<file path="config.mk">
export PLATFORM = sky130hd
export DESIGN_NAME = shift_collector
export DESIGN_NICKNAME = d
export VERILOG_FILES = /design/src/rtl/shift_pkg.sv /design/src/rtl/shift_fifo.sv /design/src/rtl/shift_collector.sv
export SDC_FILE = /design/constraint.sdc
export NUM_CORES = 1
export LEC_CHECK = 0
export CAP_MARGIN = 20
export CORE_MARGIN = 4
export CORE_UTILIZATION = 30
export CTS_CLUSTER_SIZE = 28
export DETAILED_ROUTE_END_ITERATION = 12
export GPL_TIMING_DRIVEN = 0
export PLACE_DENSITY = 0.61
export SYNTH_ARGS = -nofsm -noshare
export SYNTH_HDL_FRONTEND = slang
export SYNTH_HIERARCHICAL = 1
export SYNTH_SLANG_ARGS = --single-unit
</file>
<file path="constraint.sdc">
create_clock -name clk -period 2.5 [get_ports clk]
set_clock_uncertainty 0.2 [all_clocks]
set_input_delay 0.375 -clock clk [delete_from_list [all_inputs] [get_ports clk]]
set_output_delay 0.375 -clock clk [all_outputs]
set_load 0.1 [all_outputs]
</file>
<file path="src/rtl/shift_pkg.sv">
// Constants shared by the serial collector, its output FIFO and the upstream shift register.
package shift_pkg;

    localparam int WIDTH_DEFAULT = 8;
    localparam int DEPTH_DEFAULT = 4;

    typedef enum logic {
        ORDER_LSB_FIRST = 1'b0,
        ORDER_MSB_FIRST = 1'b1
    } bit_order_e;

endpackage

</file>
<file path="src/rtl/shift_fifo.sv">
// Synchronous first-word-fall-through FIFO with an occupancy output.
// A push into a full FIFO is accepted only when a pop frees a slot on the same edge.
module shift_fifo #(
    parameter int WIDTH = 8,
    parameter int DEPTH = 4
) (
    input  logic                     clk_i,
    input  logic                     rst_i,
    input  logic                     push_i,
    input  logic [WIDTH-1:0]         data_i,
    input  logic                     pop_i,
    output logic [WIDTH-1:0]         data_o,
    output logic                     valid_o,
    output logic [$clog2(DEPTH):0]   level_o
);

    localparam int PW = $clog2(DEPTH);
    localparam int LW = PW + 1;

    logic [WIDTH-1:0] mem_q [DEPTH];
    logic [PW-1:0]    wr_ptr_q;
    logic [PW-1:0]    rd_ptr_q;
    logic [LW-1:0]    level_q;
    logic             pop_s;
    logic             push_s;

    assign pop_s   = pop_i && (level_q != {LW{1'b0}});
    assign push_s  = push_i && ((level_q != LW'(DEPTH)) || pop_s);
    assign valid_o = (level_q != {LW{1'b0}});
    assign level_o = level_q;

    // Head word, forced to zero while empty so reset shows a clean bus.
    always_comb begin
        data_o = {WIDTH{1'b0}};
        if (level_q != {LW{1'b0}}) begin
            data_o = mem_q[rd_ptr_q];
        end else begin
            data_o = {WIDTH{1'b0}};
        end
    end

    // Storage array; contents are only observable through the occupancy-gated head.
    always_ff @(posedge clk_i) begin
        if (push_s) begin
            mem_q[wr_ptr_q] <= data_i;
        end
    end

    // Pointer and occupancy tracking; pointers wrap modulo DEPTH.
    always_ff @(posedge clk_i or posedge rst_i) begin
        if (rst_i) begin
            wr_ptr_q <= {PW{1'b0}};
            rd_ptr_q <= {PW{1'b0}};
            level_q  <= {LW{1'b0}};
        end else begin
            if (push_s) begin
                wr_ptr_q <= wr_ptr_q + PW'(1);
            end
            if (pop_s) begin
                rd_ptr_q <= rd_ptr_q + PW'(1);
            end
            case ({push_s, pop_s})
                2'b10:   level_q <= level_q + LW'(1);
                2'b01:   level_q <= level_q - LW'(1);
                default: level_q <= level_q;
            endcase
        end
    end

endmodule

</file>
<file path="src/rtl/shift_collector.sv">
// Assembles serial bits into WIDTH-bit words and queues them in a small FIFO.
// Completed words arriving at a full FIFO with no concurrent pop are dropped and flagged.
module shift_collector
    import shift_pkg::*;
#(
    parameter int WIDTH     = WIDTH_DEFAULT,
    parameter int DEPTH     = DEPTH_DEFAULT,
    parameter bit MSB_FIRST = 1'b1
) (
    input  logic                       clk,
    input  logic                       reset,
    input  logic                       shift_in,
    input  logic                       shift_valid,
    input  logic                       frame_clear,
    output logic [WIDTH-1:0]           out_data,
    output logic                       out_valid,
    input  logic                       out_ready,
    output logic [$clog2(WIDTH)-1:0]   bit_count,
    output logic [$clog2(DEPTH):0]     fifo_level,
    output logic                       overflow,
    input  logic                       overflow_clr
);

    localparam int         CW    = $clog2(WIDTH);
    localparam bit_order_e ORDER = bit_order_e'(MSB_FIRST);

    logic [WIDTH-1:0] asm_q;
    logic [WIDTH-1:0] asm_d;
    logic [CW-1:0]    bit_count_q;
    logic [CW-1:0]    bit_count_d;
    logic             overflow_q;
    logic             overflow_d;
    logic [WIDTH-1:0] word_s;
    logic             push_s;
    logic             pop_s;
    logic             drop_s;

    function automatic logic [WIDTH-1:0] insert_bit(input logic [WIDTH-1:0] w, input logic b);
        if (ORDER == ORDER_MSB_FIRST) begin
            return {w[WIDTH-2:0], b};
        end else begin
            return {b, w[WIDTH-1:1]};
        end
    endfunction

    // Bit assembly; frame_clear wins over a concurrent valid bit.
    always_comb begin
        asm_d       = asm_q;
        bit_count_d = bit_count_q;
        push_s      = 1'b0;
        word_s      = insert_bit(asm_q, shift_in);
        if (frame_clear) begin
            asm_d       = {WIDTH{1'b0}};
            bit_count_d = {CW{1'b0}};
        end else if (shift_valid) begin
            if (bit_count_q == CW'(WIDTH - 1)) begin
                push_s      = 1'b1;
                asm_d       = {WIDTH{1'b0}};
                bit_count_d = {CW{1'b0}};
            end else begin
                asm_d       = word_s;
                bit_count_d = bit_count_q + CW'(1);
            end
        end else begin
            asm_d       = asm_q;
            bit_count_d = bit_count_q;
        end
    end

    assign pop_s  = out_valid && out_ready;
    assign drop_s = push_s && (fifo_level == ($clog2(DEPTH) + 1)'(DEPTH)) && !pop_s;

    // Sticky overflow; a new drop outranks a simultaneous clear.
    always_comb begin
        overflow_d = overflow_q;
        if (drop_s) begin
            overflow_d = 1'b1;
        end else if (overflow_clr) begin
            overflow_d = 1'b0;
        end else begin
            overflow_d = overflow_q;
        end
    end

    // Collector state registers.
    always_ff @(posedge clk or posedge reset) begin
        if (reset) begin
            asm_q       <= {WIDTH{1'b0}};
            bit_count_q <= {CW{1'b0}};
            overflow_q  <= 1'b0;
        end else begin
            asm_q       <= asm_d;
            bit_count_q <= bit_count_d;
            overflow_q  <= overflow_d;
        end
    end

    assign bit_count = bit_count_q;
    assign overflow  = overflow_q;

    shift_fifo #(
        .WIDTH (WIDTH),
        .DEPTH (DEPTH)
    ) u_fifo (
        .clk_i   (clk),
        .rst_i   (reset),
        .push_i  (push_s),
        .data_i  (word_s),
        .pop_i   (pop_s),
        .data_o  (out_data),
        .valid_o (out_valid),
        .level_o (fifo_level)
    );

endmodule
</file>
Word level (Yosys, flattened, before mapping)
Memory sizes are Yosys's and may differ from the RTL's.
Index checks and enable logic that the tools add are counted.
{"block": "word_totals", "input_bits": 7, "elab_cells": 43, "out_inout_bits": 16, "memories": 1, "ram_bits": 32, "register_bits": 18}
{"block": "op_classes", "reduce_logical": 11, "add_sub_neg": 5, "n_eq_ne": 5, "mux": 15}
{"name": "u_fifo.mem_q", "depth": 4, "word_bits": 8, "read_ports": 1, "rd_clocked_by_memory_dff": 0, "wr": 1, "line": "shift_fifo.sv:20", "rtl": "logic [WIDTH-1:0] mem_q [DEPTH];"}
{"op": "2-to-1 mux 7 bit", "n": 3}
{"op": "2-to-1 mux 3 bit", "n": 3}
{"op": "2-to-1 mux 8 bit", "n": 1}
{"op": "2-to-1 mux 1 bit", "n": 7}
{"op": "adder 3 x 1 -> 3 bit (second input constant)", "n": 2}
{"op": "equality test 3 bit (second input constant)", "n": 2}
{"op": "case mux 3 bit (2 select lines)", "n": 1}
{"op": "nonzero test 2 bit", "n": 3}
{"op": "logical AND 1 bit", "n": 5}
{"op": "adder 2 x 1 -> 2 bit (second input constant)", "n": 2}
{"op": "!= test 3 bit (second input constant)", "n": 1}
{"op": "nonzero test 3 bit", "n": 1}
{"op": "subtractor 3 x 1 -> 3 bit (second input constant)", "n": 1}
{"op": "equality test 2 x 1 -> 1 bit (second input constant)", "n": 1}
{"op": "equality test 2 bit (second input constant)", "n": 1}
{"op": "zero test 1 bit", "n": 1}
{"op": "logical OR 1 bit", "n": 1}

Depth between registers and ports, before layout
Gate-level depths: netlist of run 1.
{"block": "depth", "depth_word": 7, "mapped_depth": 10, "mapped_depth_nobuf": 8}

By module
The synthesis of run 1 kept the hierarchy.
{"mod": "shift_fifo", "cells_each": 103, "area_each_um2": 1711.6, "instances": 1, "seq_area_each_um2": 1136.1}
{"mod": "shift_collector", "cells_each": 51, "area_each_um2": 538.0, "instances": 1, "seq_area_each_um2": 275.3}

Least setup slack after synthesis of run 1
No wires, ideal clock.
{"block": "synth_path", "kind": "register -> register", "startpoint": "register u_fifo.level_q[0], in the netlist u_fifo/level_o[0]", "endpoint": "register u_fifo.level_q[2], in the netlist u_fifo/level_o[2]", "required_ps": 2174, "stages_incl_launch_ff": 11, "synth_period_minus_slack_ps": 4275, "arrival_time_ps": 3949, "setup_ps": 126, "slack_ps": -1775, "n_path_buf": 2, "path_cell_list": "dfrtp_1 > or3_1 > clkbuf_1 > nand2_1 > inv_1 > buf_6 > nand3b_1 > fa_1 > or3b_1 > and3_1 > a221o_1"}
{"block": "synth_via", "elab_chain_cells": 7, "elab_cells_between_ends": 12, "classes_between": "add/sub (2); eq/ne (3); mux (1); reduce/logical (6)"}
{"item": "start, declared", "line": "shift_fifo.sv:23", "rtl": "logic [LW-1:0] level_q;"}
{"item": "start signal, assigned", "line": "shift_fifo.sv:54", "rtl": "level_q <= {LW{1'b0}};"}
{"item": "start signal, assigned", "line": "shift_fifo.sv:63", "rtl": "2'b10: level_q <= level_q + LW'(1);"}
{"item": "start signal, assigned", "line": "shift_fifo.sv:64", "rtl": "2'b01: level_q <= level_q - LW'(1);"}
{"item": "nonzero test 3 bit (*)", "line": "shift_fifo.sv:29", "rtl": "assign valid_o = (level_q != {LW{1'b0}});"}
{"item": "via out_valid", "line": "shift_collector.sv:16", "rtl": "output logic out_valid,"}
{"item": "logical AND 1 bit (*)", "line": "shift_collector.sv:70", "rtl": "assign pop_s = out_valid && out_ready;"}
{"item": "via pop_s", "line": "shift_collector.sv:35", "rtl": "logic pop_s;"}
{"item": "logical AND 1 bit (*)", "line": "shift_fifo.sv:27", "rtl": "assign pop_s = pop_i && (level_q != {LW{1'b0}});"}
{"item": "logical OR 1 bit", "line": "shift_fifo.sv:28", "rtl": "assign push_s = push_i && ((level_q != LW'(DEPTH)) || pop_s);"}
{"item": "logical AND 1 bit", "line": "shift_fifo.sv:28"}
{"item": "equality test 2 x 1 -> 1 bit / equality test 2 bit (equally long branches)", "line": "shift_fifo.sv:62", "rtl": "case ({push_s, pop_s})"}
{"item": "case mux 3 bit (2 select lines) / nonzero test 2 bit (equally long branches)"}
The timed path passes the listed nets; every way through them passes the cells marked *.
A chain may end at the register's enable or synchronous reset.

Worst setup path in the final report of run 1
{"block": "layout_path", "startpoint": "register bit_count_q[1], in the netlist bit_count[1]", "endpoint": "register u_fifo.level_q[2], in the netlist u_fifo/level_o[2]"}
{"block": "layout_via", "elab_chain_cells": 7, "elab_cells_between_ends": 9, "classes_between": "eq/ne (3); mux (4); reduce/logical (2)"}
{"item": "start, declared", "line": "shift_collector.sv:29", "rtl": "logic [CW-1:0] bit_count_q;"}
{"item": "start signal, assigned", "line": "shift_collector.sv:89", "rtl": "bit_count_q <= {CW{1'b0}};"}
{"item": "start signal, assigned", "line": "shift_collector.sv:93", "rtl": "bit_count_q <= bit_count_d;"}
{"item": "equality test 3 bit (*)", "line": "shift_collector.sv:56", "rtl": "if (bit_count_q == CW'(WIDTH - 1)) begin"}
{"item": "2-to-1 mux 1 bit (*)", "line": "shift_collector.sv:56"}
{"item": "2-to-1 mux 1 bit (*)", "line": "shift_collector.sv:55", "rtl": "end else if (shift_valid) begin"}
{"item": "2-to-1 mux 1 bit (*)", "line": "shift_collector.sv:52", "rtl": "if (frame_clear) begin"}
{"item": "via push_s", "line": "shift_collector.sv:34", "rtl": "logic push_s;"}
{"item": "logical AND 1 bit (*)", "line": "shift_fifo.sv:28"}
{"item": "equality test 2 x 1 -> 1 bit / equality test 2 bit (equally long branches)", "line": "shift_fifo.sv:62"}
{"item": "case mux 3 bit (2 select lines) / nonzero test 2 bit (equally long branches)"}
{"item": "end signal, assigned", "line": "shift_fifo.sv:63"}
{"item": "end signal, assigned", "line": "shift_fifo.sv:64"}
{"item": "end signal, assigned", "line": "shift_fifo.sv:65", "rtl": "default: level_q <= level_q;"}
Marked as above.

==> results of run 1 <==
-- worst paths after layout --
path / startpoint / endpoint / slack, ns / depth (start not counted)
min: reset / u_fifo/level_o[2] / 0.14 / 2
max in group asynchronous: reset / bit_count[0] / 1.53 / 2
min in group clk: shift_valid / asm_q[2] / 0.20 / 3
max: bit_count[1] / u_fifo/level_o[2] / -0.18 / 8
max reg2reg: bit_count[1] / u_fifo/level_o[2] / -0.18 / 8
min reg2reg: asm_q[2] / u_fifo/mem_q[0][3] / 0.36 / 0
-- metal layers --
metal	vias to the layer above	routed length (microns)	track usage	share of wire
met5	-	0	0	0
met3	9	178	0.0207	0.042
li1	633	-	-	-
met2	25	2120	0.162	0.51
met1	653	1790	0.130	0.43
met4	0	105	0.0469	0.025
-- repair_timing --
action / CTS / global route
cloned: 0 / 0
endpoints found under the setup margin: 45 / 36
gates resized for setup: 50 / 4
pin swaps: 5 / 3
buffers inserted: 6 / 8
-- cells in the mapped netlist (2+ instances only) --
library cell	n
a21oi_1	9
and2_1	12
and3_1	2
buf_4	3
clkbuf_1	3
dfrtp_1	18
edfxtp_1	32
ha_1	6
inv_1	9
mux2i_1	2
mux4_2	8
nand2_1	3
nand2b_1	8
nand3b_1	9
nor2_1	6
nor2b_1	2
o21ai_0	2
or3b_1	2
xnor2_1	4
-- final cells by class --
cell class,instances,area share
Clock buffer,6,0.0291
Timing Repair Buffer,35,0.0966
Tap cell,99,0.0437
Buffer,6,0.0221
Inverter,9,0.0119
Clock inverter,2,0.00441
Sequential cell,50,0.505
Multi-Input combinational cell,87,0.287
-- logic make-up after synthesis --
logic type	count (synthesis)
muxes	11
buffers and inverters	17
DFF	50
and+or+nand+nor	47
AOI/OAI and AO/OA	17
adders and majority gates	7
xor gates and xnor gates	5
-- flip-flops by register name (all words and copies together), names as in the netlist --
register	flops
u_fifo/wr_ptr_q	2
asm_q	7
bit_count	3
u_fifo/mem_q	32
u_fifo/level_o	3
overflow	1
u_fifo/rd_ptr_q	2
-- worst max-delay path: stages, from the launching register on --
cell and delay (ns):
dfrtp_4 0.49, ha_4 0.17, ha_4 0.15, and3b_2 0.22, nand3b_1 0.17, fa_2 0.35
or3b_1 0.39, and3_1 0.18, a221o_1 0.25
-- power groups by stage --
| stage | logic, mW | registers, mW | clock network (mW) |
|---|---|---|---|
| floorplan | 0.0227 | 0.922 | 0 |
| global placement | 0.0614 | 0.905 | 0 |
| detailed placement | 0.0625 | 0.905 | 0 |
| CTS | 0.0653 | 0.886 | 0.493 |
| global route | 0.0699 | 0.887 | 0.529 |
| finish | 0.0644 | 0.886 | 0.474 |
-- through the flow --
step	worst slack, ns	area (sq um)	std cells
floorplan	-0.443	2340	154
finish	-0.175	2840	294
CTS	-0.178	2770	286
global route	-0.243	2840	294
detailed placement	-0.432	2670	274
global placement	-0.400	2670	274
==> results.md, run 1 <==
- Cell taking the most area after synthesis: edfxtp_1
- Seq pwr share: 0.622
- Area taken by multi-input logic gates: 815 sq um
- Clock share of power: 0.333
- Static Leakage: 1.14 nW
- Final RePlAce weighted congestion: 0.728
- WL per Instance: 14.2 microns
- Net count after synthesis: 168
- Post-Synth Adder-Cell Area: 0.0423
- Most frequent cells in the layout: edfxtp_1, buf_4, dfrtp_1, a21oi_1, nand3b_1
- Slew Limit Fails: 0
- Worst Slack Setup Final: -0.175 ns
- FMAX: 0.374 GHz
- Row cnt: 31
- RSZ-0062 raised after global routing: yes
- Mean Syn Cell Area: between 10 and 15 sq um
- Core Box Area: 7250 sq um
- Switching share of power: 0.210
- CTS Sinks: 50
- Period minus WS final: between 2 and 3 ns
- Commonest non-fill, non-tap cell in the layout: edfxtp_1
- Diode count: 0
- Synth cell types: 33
- Vias: 1320
- CTS root buf: clkbuf_8
- Die area: 8950 sq um
- Complex-gate fraction of the synthesized area: 0.0495
- Cell Int Power: between 1 and 1.5 mW
- Fillcell total: 727
- Crit end category: flop
- Register area share after synthesis: 0.627
- H-tree Lvls: 2
- FF+latch area: 1430 sq um
- Pin count of the biggest net entering global routing: 16
- Worst slew pin tran: between 0.9 and 1 ns
- Synth top area cells: edfxtp_1, dfrtp_1, mux4_2, and2_1, ha_1
- Number of synthesized flops with an enable pin: 32
- Vias in the first global route: 1320
- Initial antenna violation count: 0
- IO Count: 23
- Hold buffer count at CTS: 0
- XOR/XNOR share of the synthesized area: 0.0195
- Max Cap Viol: 0
- Max_slew headroom: 0.354
- Hold crit path type: input pin to async pin
- Cell Area, Synth: 2250 sq um
- CP Class: flop to flop
- Req. time, crit path: 2.49 ns
- Port bufs: 21
- Iter 0 DRT Violations: 60
- Starting density of the core: 0.310
- Nets: roughly 210
- Failing checks: negative setup slack
- Drt first pass iters: 4
- Status: complete, but fails checks
- Antenna-violating nets left: 0
- CP Max Fanout: 2
- Synth Flop Type: edfxtp_1
- Die X: 94.6 microns
- Power Density: roughly 500 nW/um^2
- Async SR Flop Fraction: 0.360
- Global route overflow: 0
- Period utilization: 1.07
- CTS tree: built
- Syn. warnings: 6
- Clock Latency Late Sink: approximately 0.3 ns
- Final setup viols: 1
- First-pass GRT wire length: 6730 microns
- CP Launch Type: flop
- Sw power: 0.299 mW
- CTS max path bufs: 2
- DRT Wirelength: 4190 microns
- Setup TNS: -0.175 ns
- Area Growth Syn to Fin: 26.0%
- Largest family of logic cells by synthesized area: simple AND/OR/NAND/NOR gates
- GRT Total Usage: 0.100
- CTS Buf Count: 5
- Tot Pwr: 1.42 mW
- Maximum vdd drop: 0.207 mV
- Share of the synthesized area in the top cell type: 0.427
- Utilization after layout: 0.391
- Flops & latches, synth: 50
- Arrival @ worst endpoint: 2.66 ns
- Drt drc: 0
- Post-Syn Instances: 154
- Post-Synth Simple-Gate Area: 0.128
- Share of layout cells above drive strength 1: 0.328
- Clock transition at the registers of the reported paths: ~0.09 ns
- Part of the power in combinational logic: 0.045
- Die height: 94.6 microns
- Hold WS: around 0.14 ns
- Share of synthesized area spent on multiplexers: 0.0957
- Hold Vio Cnt, Final: 0
- Vias per cell: 4.49
Note: power is estimated with default switching activity, not from simulation.
==> run 2: changes to the inputs <==
--- a/config.mk
+++ b/config.mk
@@ -6,12 +6,12 @@
 export NUM_CORES = 1
 export LEC_CHECK = 0
 export CAP_MARGIN = 20
-export CORE_MARGIN = 4
-export CORE_UTILIZATION = 30
+export CORE_MARGIN = 10
+export CORE_UTILIZATION = 41
 export CTS_CLUSTER_SIZE = 28
 export DETAILED_ROUTE_END_ITERATION = 12
 export GPL_TIMING_DRIVEN = 0
-export PLACE_DENSITY = 0.61
+export PLACE_DENSITY = 0.75
 export SYNTH_ARGS = -nofsm -noshare
 export SYNTH_HDL_FRONTEND = slang
 export SYNTH_HIERARCHICAL = 1
==> results.md, run 2 (same netlist as run 1, synthesis figures left out) <==
- Clock transition at the registers of the reported paths: 0.09 ns
- RSZ-0062 raised after global routing: yes
- Crit path cell chain: ha_4 > ha_4 > and3b_2 > nand3b_1 > fa_2 > or3b_1 > and3_1 > a221o_1
- Slowest cell on the critical path: dfrtp_4
- Pin count of the biggest net entering global routing: 16
- Largest register FFs: 32
- Critical path depth in cells: 8
- Worst setup path startpoint: bit_count[0]
- CP Launch Type: flop
- Tot Pwr: ~1.4 mW
- Most frequent cells in the layout: edfxtp_1, buf_4, dfrtp_1
- Static Leakage: between 1 and 1.5 nW
- Crit end category: flop
- Hold Vio Cnt, Final: 0
- Max Cap Viol: 0
- Arrival @ worst endpoint: 2.64 ns
- Failing checks: negative setup slack
- Max_slew headroom: 0.342
- Crit path buf inv count: 0
- Utilization after layout: 0.531
- Hold buffer count at CTS: 0
- Die area: 8850 sq um
- Biggest register: u_fifo/mem_q
- Clock Latency Late Sink: 0.30 ns
- Slew Limit Fails: 0
- Worst Slack Setup Final: -0.156 ns
- Req. time, crit path: 2.49 ns
- CTS tree: built
- Global route overflow: 0
- Starting density of the core: 0.432
- CP peak stage delay: 0.50 ns
- DRT Wirelength: between 4000 and 5000 microns
- Share of layout cells above drive strength 1: 0.298
- Most frequent CP cell: ha_4
- Critical path endpoint: u_fifo/level_o[2]
- Antenna-violating nets left: 0
- GRT Total Usage: 0.0992
- First-pass GRT wire length: 6780 microns
- Worst reg2reg startpoint: bit_count[0]
- Area Growth Syn to Fin: 22.7%
- Diode count: 0
- FF-to-FF End: u_fifo/level_o[2]
- Iter 0 DRT Violations: 135
- Die height: 94.1 microns
- R2R cell count: 8
- CTS max path bufs: 2
- IO Count: 23
- CP Max Fanout: 2
- CTS root buf: clkbuf_8
- Drt first pass iters: 4
- Worst slew pin tran: 0.985 ns
- R2R Setup Slk: -0.16 ns
- Power Density: 515 nW/um^2
- Vias per cell: 5.10
- Hold crit path type: input pin to async pin
- Period utilization: 1.06
- Vias in the first global route: 1350
- Maximum vdd drop: 0.361 mV
- Commonest non-fill, non-tap cell in the layout: edfxtp_1
- Status: complete, but fails checks
- CTS Buf Count: 5
- Pre-CTS setup slack: -0.426 ns
- FMAX: ~0.38 GHz
- H-tree Lvls: 2
- Core Box Area: approximately 5200 sq um
- Final setup viols: 1
- Initial antenna violation count: 0
- Biggest regs: u_fifo/mem_q: 32 flops, asm_q: 7 flops
- Row cnt: 26
- Family with the most delay on the worst path: simple AND/OR/NAND/NOR gates
- Drt drc: 0
- CP Class: flop to flop
- Nets: a little over 200
- Final RePlAce weighted congestion: 0.728
- CTS Sinks: 50
- Vias: 1332
- Port bufs: 21
- Die X: 94.1 microns
- WL per Instance: approximately 17 microns
- Period minus WS final: 2.66 ns
- Post-DP HPWL: ~3000 microns
- Setup TNS: -0.156 ns
run 2: changes by cell type in the layout (fill, tap and decap cells not counted), sizes merged:
cell	change
clkbuf	+1
clkdlybuf4s50	+1
buf	-5
dlymetal6s2s	-1
run 2: worst reg2reg max path: cells and delay by family (launching register included):
kind	cells	cell delay, ns
AND/OR/NAND/NOR	4	0.93
adder cells (fa/ha/maj)	3	0.66
flip-flops	1	0.50
AO/OA/AOI/OAI	1	0.25
run 2: through the flow:
step	hold slack (ns)	cells	area (sq um)
floorplan	-0.0215	154	2340
global route	0.150	261	2760
global placement	0.323	245	2640
detailed placement	0.347	245	2640
CTS	0.134	258	2740
finish	0.138	261	2760
run 2: worst min path at each step:
| stage | end | slack, ns | depth (start not counted) |
|---|---|---|---|
| 2_1_floorplan | u_fifo/rd_ptr_q[0] | -0.02 | 1 |
| 3_3_place_gp | u_fifo/mem_q[2][6] | 0.32 | 0 |
| 3_5_place_dp | u_fifo/mem_q[3][4] | 0.35 | 0 |
| 4_1_cts | u_fifo/wr_ptr_q[1] | 0.13 | 2 |
| 5_1_grt | u_fifo/wr_ptr_q[1] | 0.15 | 2 |
| 6_report | u_fifo/wr_ptr_q[1] | 0.14 | 2 |
run 2: what timing repair did:
action	4_1_cts	5_1_grt
resized for setup	50	1
setup buffers	7	3
hold endpoints to repair	0	0
setup endpoints to repair	45	36
pin swaps	4	5
run 2: layout make-up:
cell class	instances	area, sq um
Fill cell	460	2440
Sequential cell	50	1430
Multi-Input combinational cell	87	807
Timing Repair Buffer	31	244
Tap cell	70	87.6
Clock buffer	6	82.6
Buffer	6	62.6
Inverter	9	33.8
Clock inverter	2	12.5
run 2: metal layers:
metal / GRT usage / part of all wire / vias to the layer above
met5: 0 / 0 / -
met4: 0.0278 / 0.010 / 0
met3: 0.0352 / 0.058 / 4
met2: 0.177 / 0.55 / 33
met1: 0.108 / 0.38 / 671
li1: - / - / 624
run 2: power breakdown:
part	internal, mW	switching [mW]	leakage, nW	total, mW
Clock	0.222	0.250	0.0472	0.473
Combinational	0.0235	0.0409	0.495	0.0644
Sequential	0.880	0.00612	0.556	0.886
